===== src/rtl/mc_pkg.sv =====
// ============================================================================
// mc_pkg : shared state, opcode and control-code definitions for mc_control
// Rev 1.0 : initial release
// ============================================================================
`default_nettype none

package mc_pkg;

  typedef enum logic [3:0] {
    S_IDLE   = 4'd0,
    S_FETCH  = 4'd1,
    S_DECODE = 4'd2,
    S_EXEC_R = 4'd3,
    S_EXEC_I = 4'd4,
    S_ADDR   = 4'd5,
    S_MEM_RD = 4'd6,
    S_MEM_WR = 4'd7,
    S_WB_ALU = 4'd8,
    S_WB_MEM = 4'd9,
    S_BRANCH = 4'd10,
    S_TRAP   = 4'd11
  } state_e;

  localparam logic [6:0] OP_R   = 7'b0110011;
  localparam logic [6:0] OP_I   = 7'b0010011;
  localparam logic [6:0] OP_LD  = 7'b0000011;
  localparam logic [6:0] OP_SD  = 7'b0100011;
  localparam logic [6:0] OP_BEQ = 7'b1100011;

  localparam logic [1:0] ALUOP_ADD   = 2'b00;
  localparam logic [1:0] ALUOP_SUB   = 2'b01;
  localparam logic [1:0] ALUOP_FUNCT = 2'b10;

  localparam logic [1:0] SRCB_RS2  = 2'b00;
  localparam logic [1:0] SRCB_FOUR = 2'b01;
  localparam logic [1:0] SRCB_IMM  = 2'b10;

  localparam logic [1:0] ERR_NONE    = 2'b00;
  localparam logic [1:0] ERR_ILLEGAL = 2'b01;
  localparam logic [1:0] ERR_TIMEOUT = 2'b10;

endpackage

`default_nettype wire


===== src/rtl/mem_wait_timer.sv =====
// ============================================================================
// mem_wait_timer : counts memory wait cycles and flags when the limit is hit
// Rev 1.0 : initial release
// ============================================================================
`default_nettype none

module mem_wait_timer #(
  parameter int MEM_TIMEOUT = 255
) (
  input  logic clk_i,
  input  logic rst_i,
  input  logic clr_i,
  input  logic en_i,
  output logic expired_o
);

  localparam int CW = (MEM_TIMEOUT > 0) ? $clog2(MEM_TIMEOUT + 1) : 1;

  logic [CW-1:0] cnt_q, cnt_d;

  always_comb begin
    cnt_d = cnt_q;
    if (clr_i)
      cnt_d = '0;
    else if (en_i)
      cnt_d = cnt_q + 1'b1;
  end

  always_ff @(posedge clk_i) begin
    if (!rst_i)
      cnt_q <= '0;
    else
      cnt_q <= cnt_d;
  end

  generate
    if (MEM_TIMEOUT > 0) begin : g_timeout_on
      assign expired_o = (cnt_q == CW'(MEM_TIMEOUT));
    end else begin : g_timeout_off
      // A zero limit means wait forever; the counter value is never consulted.
      logic w_unused;
      assign w_unused  = ^cnt_q;
      assign expired_o = 1'b0;
    end
  endgenerate

endmodule

`default_nettype wire


===== src/rtl/mc_control.sv =====
// ============================================================================
// mc_control : multi-cycle RV32-subset sequencing FSM with memory handshake
// Optional: MC_CONTROL_PERF_EN adds cycle and retired-instruction counters
// Rev 1.0 : initial release
// ============================================================================
`default_nettype none

module mc_control
  import mc_pkg::*;
#(
  parameter int MEM_TIMEOUT = 255
) (
  input  logic        clk_i,
  input  logic        rst_i,
  input  logic        start_i,
  input  logic [6:0]  Op_i,
  input  logic        Zero_i,
  input  logic        mem_ready_i,
  output logic        MemReq_o,
  output logic        MemSel_o,
  output logic        MemWrite_o,
  output logic        IRWrite_o,
  output logic        PCWrite_o,
  output logic        PCSrc_o,
  output logic        ALUSrcA_o,
  output logic [1:0]  ALUSrcB_o,
  output logic [1:0]  ALUOp_o,
  output logic        RegWrite_o,
  output logic        MemtoReg_o,
  output logic [1:0]  err_o,
  output logic [3:0]  state_o
`ifdef MC_CONTROL_PERF_EN
  ,
  output logic [31:0] cycle_cnt_o,
  output logic [31:0] instret_o
`endif
);

  state_e     state_q, state_d;
  logic [1:0] err_q, err_d;
  logic       w_access;
  logic       w_waiting;
  logic       w_expired;

  assign w_access  = (state_q == S_FETCH) || (state_q == S_MEM_RD) || (state_q == S_MEM_WR);
  assign w_waiting = w_access && !mem_ready_i;

  // Any cycle that is not a stalled access clears the counter, so every access starts at 0.
  mem_wait_timer #(
    .MEM_TIMEOUT (MEM_TIMEOUT)
  ) u_timer (
    .clk_i     (clk_i),
    .rst_i     (rst_i),
    .clr_i     (!w_waiting),
    .en_i      (w_waiting && !w_expired),
    .expired_o (w_expired)
  );

  always_ff @(posedge clk_i) begin
    if (!rst_i) begin
      state_q <= S_IDLE;
      err_q   <= ERR_NONE;
    end else begin
      state_q <= state_d;
      err_q   <= err_d;
    end
  end

  always_comb begin
    state_d    = state_q;
    err_d      = err_q;
    MemReq_o   = 1'b0;
    MemSel_o   = 1'b0;
    MemWrite_o = 1'b0;
    IRWrite_o  = 1'b0;
    PCWrite_o  = 1'b0;
    PCSrc_o    = 1'b0;
    ALUSrcA_o  = 1'b0;
    ALUSrcB_o  = SRCB_RS2;
    ALUOp_o    = ALUOP_ADD;
    RegWrite_o = 1'b0;
    MemtoReg_o = 1'b0;

    case (state_q)
      S_IDLE: begin
        if (start_i)
          state_d = S_FETCH;
      end
      S_FETCH: begin
        MemReq_o  = 1'b1;
        ALUSrcB_o = SRCB_FOUR;
        if (mem_ready_i) begin
          IRWrite_o = 1'b1;
          PCWrite_o = 1'b1;
          state_d   = S_DECODE;
        end else if (w_expired) begin
          err_d   = ERR_TIMEOUT;
          state_d = S_TRAP;
        end
      end
      S_DECODE: begin
        ALUSrcB_o = SRCB_IMM;
        case (Op_i)
          OP_R:         state_d = S_EXEC_R;
          OP_I:         state_d = S_EXEC_I;
          OP_LD, OP_SD: state_d = S_ADDR;
          OP_BEQ:       state_d = S_BRANCH;
          default: begin
            err_d   = ERR_ILLEGAL;
            state_d = S_TRAP;
          end
        endcase
      end
      S_EXEC_R: begin
        ALUSrcA_o = 1'b1;
        ALUOp_o   = ALUOP_FUNCT;
        state_d   = S_WB_ALU;
      end
      S_EXEC_I: begin
        ALUSrcA_o = 1'b1;
        ALUSrcB_o = SRCB_IMM;
        state_d   = S_WB_ALU;
      end
      S_ADDR: begin
        ALUSrcA_o = 1'b1;
        ALUSrcB_o = SRCB_IMM;
        state_d   = (Op_i == OP_LD) ? S_MEM_RD : S_MEM_WR;
      end
      S_MEM_RD: begin
        MemReq_o = 1'b1;
        MemSel_o = 1'b1;
        if (mem_ready_i) begin
          state_d = S_WB_MEM;
        end else if (w_expired) begin
          err_d   = ERR_TIMEOUT;
          state_d = S_TRAP;
        end
      end
      S_MEM_WR: begin
        MemReq_o   = 1'b1;
        MemSel_o   = 1'b1;
        MemWrite_o = 1'b1;
        if (mem_ready_i) begin
          state_d = S_FETCH;
        end else if (w_expired) begin
          err_d   = ERR_TIMEOUT;
          state_d = S_TRAP;
        end
      end
      S_WB_ALU: begin
        RegWrite_o = 1'b1;
        state_d    = S_FETCH;
      end
      S_WB_MEM: begin
        RegWrite_o = 1'b1;
        MemtoReg_o = 1'b1;
        state_d    = S_FETCH;
      end
      S_BRANCH: begin
        ALUSrcA_o = 1'b1;
        ALUOp_o   = ALUOP_SUB;
        PCSrc_o   = 1'b1;
        PCWrite_o = Zero_i;
        state_d   = S_FETCH;
      end
      S_TRAP: begin
        state_d = S_TRAP;
      end
      default: begin
        state_d = S_IDLE;
      end
    endcase
  end

  assign err_o   = err_q;
  assign state_o = state_q;

`ifdef MC_CONTROL_PERF_EN
  logic [31:0] cycle_cnt_q, instret_q;
  logic        w_retire;

  assign w_retire = (state_q == S_WB_ALU) || (state_q == S_WB_MEM) || (state_q == S_BRANCH) ||
                    ((state_q == S_MEM_WR) && mem_ready_i);

  always_ff @(posedge clk_i) begin
    if (!rst_i) begin
      cycle_cnt_q <= '0;
      instret_q   <= '0;
    end else begin
      if ((state_q != S_IDLE) && (state_q != S_TRAP))
        cycle_cnt_q <= cycle_cnt_q + 32'd1;
      if (w_retire)
        instret_q <= instret_q + 32'd1;
    end
  end

  assign cycle_cnt_o = cycle_cnt_q;
  assign instret_o   = instret_q;
`endif

endmodule

`default_nettype wire

===== config.mk =====
export PLATFORM = sky130hd
export DESIGN_NAME = mc_control
export DESIGN_NICKNAME = d
export VERILOG_FILES = /design/src/rtl/mc_pkg.sv /design/src/rtl/mem_wait_timer.sv /design/src/rtl/mc_control.sv
export SDC_FILE = /design/constraint.sdc
export NUM_CORES = 1
export LEC_CHECK = 0
export CELL_PAD_IN_SITES_DETAIL_PLACEMENT = 2
export CELL_PAD_IN_SITES_GLOBAL_PLACEMENT = 2
export CORE_MARGIN = 2
export CORE_UTILIZATION = 25
export DETAILED_ROUTE_END_ITERATION = 10
export PLACE_DENSITY_LB_ADDON = 0.1
export SKIP_CTS_REPAIR_TIMING = 1
export SLEW_MARGIN = 20
export SYNTH_ARGS = -nofsm -noshare
export SYNTH_HDL_FRONTEND = slang
export SYNTH_HIERARCHICAL = 1
export SYNTH_SLANG_ARGS = --single-unit

===== constraint.sdc =====
create_clock -name clk_i -period 2.34 [get_ports clk_i]
set_input_delay 0.468 -clock clk_i [delete_from_list [all_inputs] [get_ports clk_i]]
set_output_delay 0.468 -clock clk_i [all_outputs]
set_load 0.02 [all_outputs]

# Yosys cells after proc, flatten, opt, wreduce, memory -nomap -nowiden
# Cells that the tools add are included.
# word_totals
register_bits,14
in_bits,12
out_inout_bits,19
elab_cells,68
# op_classes
addsub,1
eq_ne,21
mux,24
reduce_logical,19
# op_table
cell,n
4-bit case mux with 9 select lines,1
4-bit two-way mux,5
4-bit by 3-bit == test with 1-bit output (second input constant),4
4-bit == test (second input constant),4
4-bit case mux with 4 select lines,1
7-bit by 6-bit == test with 1-bit output (second input constant),2
2-bit case mux with 2 select lines,3
1-bit two-way mux,10
3-bit OR reduction,3
8-bit by 1-bit adder with 8-bit output (second input constant),1
4-bit by 2-bit == test with 1-bit output (second input constant),2
8-bit == test (second input constant),1
2-bit OR reduction,4
7-bit by 2-bit == test with 1-bit output (second input constant),1
7-bit by 5-bit == test with 1-bit output (second input constant),1
7-bit == test (second input constant),1
2-bit two-way mux,3
2-bit inequality test (second input constant),3
5-bit OR reduction,1
4-bit by 1-bit == test with 1-bit output (second input constant),1
4-bit zero test,1
4-bit AND reduction,1
4-bit OR reduction,1
1-bit logical AND,2
6 further kinds,8

# Depth between registers and ports, before layout
# Gate-level depths: netlist (run 1).
# logic_depth
ltp_word,5
mapped_depth,9
ltp_nobuf,8

# Modules after synthesis
# Netlist (run 1), hierarchy kept.
# modules_own_cells
module,n_inst,cells_per_inst,area_each_um2,seq_area_each_um2
mc_control,1,86,606.8,120.1
mem_wait_timer,1,40,354.1,160.2

# Worst setup path after synthesis (run 1)
# OpenSTA, ideal clock, no wires.
# synth_path
path_kind,register to output
from,"register state_q[2], in the netlist state_o[2]"
to,output PCWrite_o
arrival_time_ns,1.807
required_ns,1.872
slack_ns,0.065
stages_incl_launch_ff,6
n_path_buf,2
cell_sequence,dfxtp_1 > buf_6 > clkbuf_1 > nor3_1 > and2_1 > a21o_1
# synth_via
elab_chain_len,2
# synth_rtl
element,line,rtl
start: declaration,mc_control.sv:39,"state_e state_q, state_d;"
start signal: assignment,mc_control.sv:64,state_q <= state_d;
4-bit == test / 4-bit by 1-bit == test with 1-bit output (equally long branches),mc_control.sv:84,case (state_q)
1-bit case mux with 2 select lines *,mc_control.sv:84,
end: declaration,mc_control.sv:23,"output logic PCWrite_o,"
# Mark *: on every way between the ends. The rest lies on a longest branch, timed or not.

# Worst setup path in the final report (run 1)
# layout_path
from,"register state_q[2], in the netlist state_o[2]"
to,output ALUSrcB_o[1]
# layout_via
elab_chain_len,3
# layout_rtl
element,line,rtl
4-bit by 2-bit == test with 1-bit output / 4-bit by 3-bit == test with 1-bit output (equally long branches),mc_control.sv:84,
3-bit OR reduction (no line),n/a,
2-bit case mux with 2 select lines *,mc_control.sv:84,
end: declaration,mc_control.sv:26,"output logic [1:0] ALUSrcB_o,"
# Marks and branches as above.

==> results.cfg, run 1 <==
[yosys]
synthesis.instances = 126
ys_seq_area_share_pct = 29.2
async_flop_share_pct = 0
synth.avg_cell_area_sq_um = 7.63
synth_top_flop_cell = dfxtp_1
synth_area_sq_um = 961
ys_warn_count = 6
ys_ff_latch = 14
yosysUniqueCellTypes = 44
synth_nets = 139
synth_enable_flop_cells = 0

[status]
outcome = complete, no violations

[detailed_routing]
route.detailed.drc = 0
routedWlPerCell_um = 14.2
first_pass_iters = 4
final_antenna_net_count = 0
vias_per_cell = 4.98
initialDrtViolationCount = 31
wirelength_mm = 2.96
vias = 1035

[floorplan]
die_area_sq_um = 4360
core_area_sq_um = 3690
rows = 22
start_util_pct = 26.1
die_w_um = 66.0
die_h_um = 66.0
ios = 31

[timing]
fin_crit_ns = 2.18
rsz0062_at_grt = false
slew_headroom_pct = 78.6
tightestPinTransition_ns = 0.319
final-hold-violation-count = 0
setup_viol = 0
timing.clock.skew_ns = 0.00112
max_freq_ghz = 0.458
tns_ns = 0
finalCritPeriodShare_pct = 93.3
slew_violations = 0

[clock_tree]
cts.sinks = 14
clock_path_buffers = 2
cts_root_buf = clkbuf_8
cts_tree = built
htree_levels = 1
clock_latency_ns = 0.24
cts_buffers = 3
path_clk_slew_ns = 0.06

[worst_setup_path]
ff2ff_path_depth = 6
crit_type = reg2out
cp-end-kind = output port
arrival_ns = 1.72
startpoint_type = flop
cp.required_ns = 1.87
cp_max_fo = 11

[global_route]
grt_usage_pct = 14.7
grt_pass1_vias = 1068
grt_max_degree = 18
grt_pass1_wl_mm = 4.93
grt_overflow = 0
grt_antenna_before_repair = 0

[job]
maxCapViolCount = 0

[layout]
antenna_cells = 0
final_area_sq_um = 1410
fillers = 434
area_growth_pct = 46.5
drive_above_1_share_pct = 13.1
fin_nets = 174
layout_commonest_cell = clkdlybuf4s50_1
final_cell_mix = clkdlybuf4s50_1, nor2_1, dfxtp_1
fin_util_pct = 38.2

[pwr]
peakVddDrop_mv = 0.273
p_total_w = 0.000648
power_leakage_nw = 0.565
powerDensity_nw_per_um2 = 460

[hold_path]
min_path_cells = 2
hp-class = reg2reg

[placement]
placed_cell_area_sq_um = 1340
port-buffer-count = 30
gp_routability_congestion = 0.705
dp_hpwl_mm = 2.44
## power breakdown
group	internal, W	switching [W]	total [W]	leakage [nW]
sequential	0.000244	0.00000837	0.000252	0.114
clock	0.000149	0.0000872	0.000236	0.0288
combinational	0.0000841	0.0000759	0.000160	0.422
## logic make-up (layout without fill, tap and decap cells)
kind of cell | Yosys count | in the layout | synth area share (%)
muxes | 3 | 3 | 3.13
and+or+nand+nor | 62 | 62 | 34.9
buffers and inverters | 10 | 44 | 5.34
adders and majority gates | 1 | 1 | 1.30
AOI/OAI and AO/OA | 32 | 32 | 22.5
DFF | 14 | 14 | 29.2
xor gates and xnor gates | 4 | 4 | 3.65
## Yosys cell counts, types with 4 or more instances
cell,n,area share (%)
o21ai_0,7,3.6
nor3_1,4,2.1
nor2_1,20,7.8
dfxtp_1,14,29
a21oi_1,8,4.2
clkbuf_1,5,2.0
nor2b_1,4,2.6
nand2_1,6,2.3
nand2b_1,8,5.2
or3_1,4,2.6
## area by class of cell
class / instances / area, sq um / share of cell area [%]
well taps: 48 / 60.1 / 4.27
clock buffers: 4 / 55.1 / 3.91
inverters: 1 / 3.75 / 0.267
multi-input cells: 102 / 629 / 44.7
flip-flops and latches: 14 / 284 / 20.2
repair buffers: 39 / 375 / 26.7
## critical path, cell delays in order, from the launching register on
cell and delay [ns]:
dfxtp_2 0.38, buf_4 0.18, nor2_1 0.14, mux2i_1 0.09, nor2_1 0.09, clkdlybuf4s50_1 0.61
## worst paths after layout
kind	from	endpoint	slack, ns
setup reg to reg	state_o[1]	u_timer/cnt_q[5]	0.32
setup / recovery	state_o[2]	ALUSrcB_o[1]	0.16
hold reg to reg	err_o[1]	err_o[1]	0.49
hold / removal	err_o[1]	err_o[1]	0.49
## sequential cells by signal, summed over array words and instances, names as in the netlist
name,flops
err_o,2
state_o,4
u_timer/cnt_q,8
## stage by stage
step	setup WS, ns	hold WS [ns]	cells
5_1_grt	0.0281	0.518	208
2_1_floorplan	0.0652	0.458	126
3_5_place_dp	0.110	0.484	204
6_report	0.157	0.492	208
3_3_place_gp	0.125	0.466	204
4_1_cts	-0.150	0.496	208
## layer usage
| layer | up-vias | share of wire (%) | track usage (%) |
|---|---|---|---|
| met5 | - | 0 | 0 |
| met4 | 0 | 0.78 | 5.36 |
| met3 | 2 | 2.1 | 2.04 |
| met2 | 10 | 54 | 28.4 |
| met1 | 509 | 43 | 16.1 |
| li1 | 514 | - | - |
No activity file was read; power rests on OpenSTA's default activity.
==> inputs of run 2 (changes only) <==
--- a/config.mk
+++ b/config.mk
@@ -10,10 +10,10 @@
 export CORE_MARGIN = 2
 export CORE_UTILIZATION = 25
 export DETAILED_ROUTE_END_ITERATION = 10
+export MAX_ROUTING_LAYER = met4
 export PLACE_DENSITY_LB_ADDON = 0.1
 export SKIP_CTS_REPAIR_TIMING = 1
 export SLEW_MARGIN = 20
 export SYNTH_ARGS = -nofsm -noshare
 export SYNTH_HDL_FRONTEND = slang
-export SYNTH_HIERARCHICAL = 1
 export SYNTH_SLANG_ARGS = --single-unit
==> results.cfg, run 2 <==
[detailed_routing]
routedWlPerCell_um = 17.6
initialDrtViolationCount = 51
first_pass_iters = 3
vias = 1210
final_antenna_net_count = 0
wirelength_mm = 4.00
vias_per_cell = 5.33
route.detailed.drc = 0

[yosys]
synth_enable_flop_cells = 0
yosysTopAreaCell = dfxtp_1
synthAdderAreaFrac_pct = 1.25
muxShareOfSynthArea_pct = 3.99
ys_seq_area_share_pct = 27.9
synth_simple_gate_area_share_pct = 33.9
ys_warn_count = 0
synth_area_sq_um = 1000
synth-compound-area-share_pct = 26.6
synth_top_flop_cell = dfxtp_1
ys_top_cells_by_area = dfxtp_1, nor2_1, mux2i_1
synth_xor_area_share_pct = 1.75
yosys-top-cells-count = dfxtp_1, nor2_1, a21oi_1, nand2_1, nor3_1
synth_nets = 144
async_flop_share_pct = 0
synth.avg_cell_area_sq_um = 7.66
synth.most_common_cell = dfxtp_1
synth_top_family_by_area = simple AND/OR/NAND/NOR gates
ys_ff_latch = 14
synthesis.instances = 131
synth_top_cell_area_share_pct = 27.9
yosysUniqueCellTypes = 48

[timing]
final-hold-violation-count = 0
rsz0062_at_grt = false
slew_headroom_pct = 60.5
finalCritPeriodShare_pct = 96.7
hold_slack_ns = 0.479
tightestPinTransition_ns = 0.589
setup_viol = 0
max_freq_ghz = 0.442
timing.clock.skew_ns = 0.000377
slew_violations = 0
fin_crit_ns = 2.26

[job]
maxCapViolCount = 0

[floorplan]
die_h_um = 67.4
start_util_pct = 25.5
core_area_sq_um = 3940
ios = 31
die_area_sq_um = 4540
rows = 23
die_w_um = 67.4

[layout]
fillers = 452
antenna_cells = 0
fin_util_pct = 39.6
drive_above_1_share_pct = 15.8
largest_reg_flops = 8
fin_nets = 191
multi_input_area_sq_um = 687
area_growth_pct = 55.6
regArea_sq_um = 282
final_cell_mix = clkdlybuf4s50_1, buf_4, dfxtp_1
layout_commonest_cell = clkdlybuf4s50_1
top_register = u_timer.cnt_q

[worst_setup_path]
cp.required_ns = 1.87
reg2reg_from = state_o[0]
slowest_stage = clkdlybuf4s50_1
cp_slowest_stage_delay_ns = 0.62
arrival_ns = 1.79
crit_start = state_o[2]
cp-end-kind = output port
startpoint_type = flop
ff2ff_path_depth = 5
cp_max_fo = 7
path_cells = or3b_1 > nor2_1 > clkdlybuf4s50_1
crit_type = reg2out

[hold_path]
min_path_cells = 2
hp-class = reg2reg
hold_start = err_o[0]

[global_route]
grt_pass1_vias = 1184
grt_antenna_before_repair = 0
grt_usage_pct = 19.4
grt_overflow = 0
grt_pass1_wl_mm = 6.35
grt_max_degree = 11

[clock_tree]
cts_tree = built
cts.sinks = 14
clock_path_buffers = 2
cts_root_buf = clkbuf_8
cts_buffers = 3
path_clk_slew_ns = 0.06
htree_levels = 1
clock_latency_ns = 0.25

[placement]
gp_routability_congestion = 0.794
dp_hpwl_mm = 3.13
port-buffer-count = 30

[status]
outcome = complete, no violations

[pwr]
powerDensity_nw_per_um2 = 440
peakVddDrop_mv = 0.191
power_leakage_nw = 0.689
-- run 2: cell count changes after synthesis, moves of 3 or more --
cell	previous run	this run
xor2_1	3	0
and2_1	3	0
nand3_1	3	6
or4_1	0	3
nor3_1	4	7
o21ai_0	7	2
inv_1	1	4
nor2_1	20	12
-- run 2: worst max-delay path, delay by kind of cell (launching register included) --
kind | cells | cell delay, ns
AND/OR/NAND/NOR | 2 | 0.57
flip-flops | 1 | 0.36
buffers and inverters | 1 | 0.62
-- run 2: worst paths after layout --
path / to / slack (ns)
setup / recovery: ALUOp_o[0] / 0.08
hold / removal: err_o[0] / 0.48
setup reg to reg: u_timer.cnt_q[6] / 0.34
hold reg to reg: err_o[0] / 0.48
-- run 2: area by class of cell --
class	count	area share (%)
multi-input cells	105	44.0
repair buffers	48	29.0
flip-flops and latches	14	18.0
well taps	50	4.01
clock buffers	4	3.53
inverters	6	1.44
-- run 2: metrics by stage --
| stage | setup WS (ns) | TNS [ns] | instance area, sq um | total power [W] | instances |
|---|---|---|---|---|---|
| 6_report | 0.0778 | 0 | 1560 | 0.000687 | 227 |
| 5_1_grt | 0.0130 | 0 | 1560 | 0.000724 | 227 |
| 4_1_cts | -0.119 | -0.362 | 1530 | 0.000699 | 227 |
| 3_5_place_dp | 0.00188 | 0 | 1480 | 0.000448 | 223 |
| 3_3_place_gp | 0.0158 | 0 | 1480 | 0.000443 | 223 |
| 2_1_floorplan | 0.266 | 0 | 1000 | 0.000348 | 131 |
-- run 2: cells by family (layout without fill, tap and decap cells) --
family / count (synthesis) / in the layout
and+or+nand+nor: 61 / 61
AOI/OAI and AO/OA: 37 / 37
DFF: 14 / 14
buffers and inverters: 12 / 58
muxes: 4 / 4
xor gates and xnor gates: 2 / 2
adders and majority gates: 1 / 1
-- run 2: power by group --
part / internal [W] / switching (W) / total (W)
registers: 0.000246 / 0.00000837 / 0.000254
clock network: 0.000149 / 0.0000929 / 0.000242
logic: 0.0000916 / 0.0000991 / 0.000191
-- run 2: routing by layer --
| metal | global-route usage (%) | wire length (um) | up-vias |
|---|---|---|---|
| li1 | - | - | 591 |
| met1 | 27.9 | 2060 | 604 |
| met2 | 29.0 | 1860 | 15 |
| met3 | 3.50 | 84 | 0 |
| met4 | 2.30 | 0 | 0 |
| met5 | - | 0 | - |
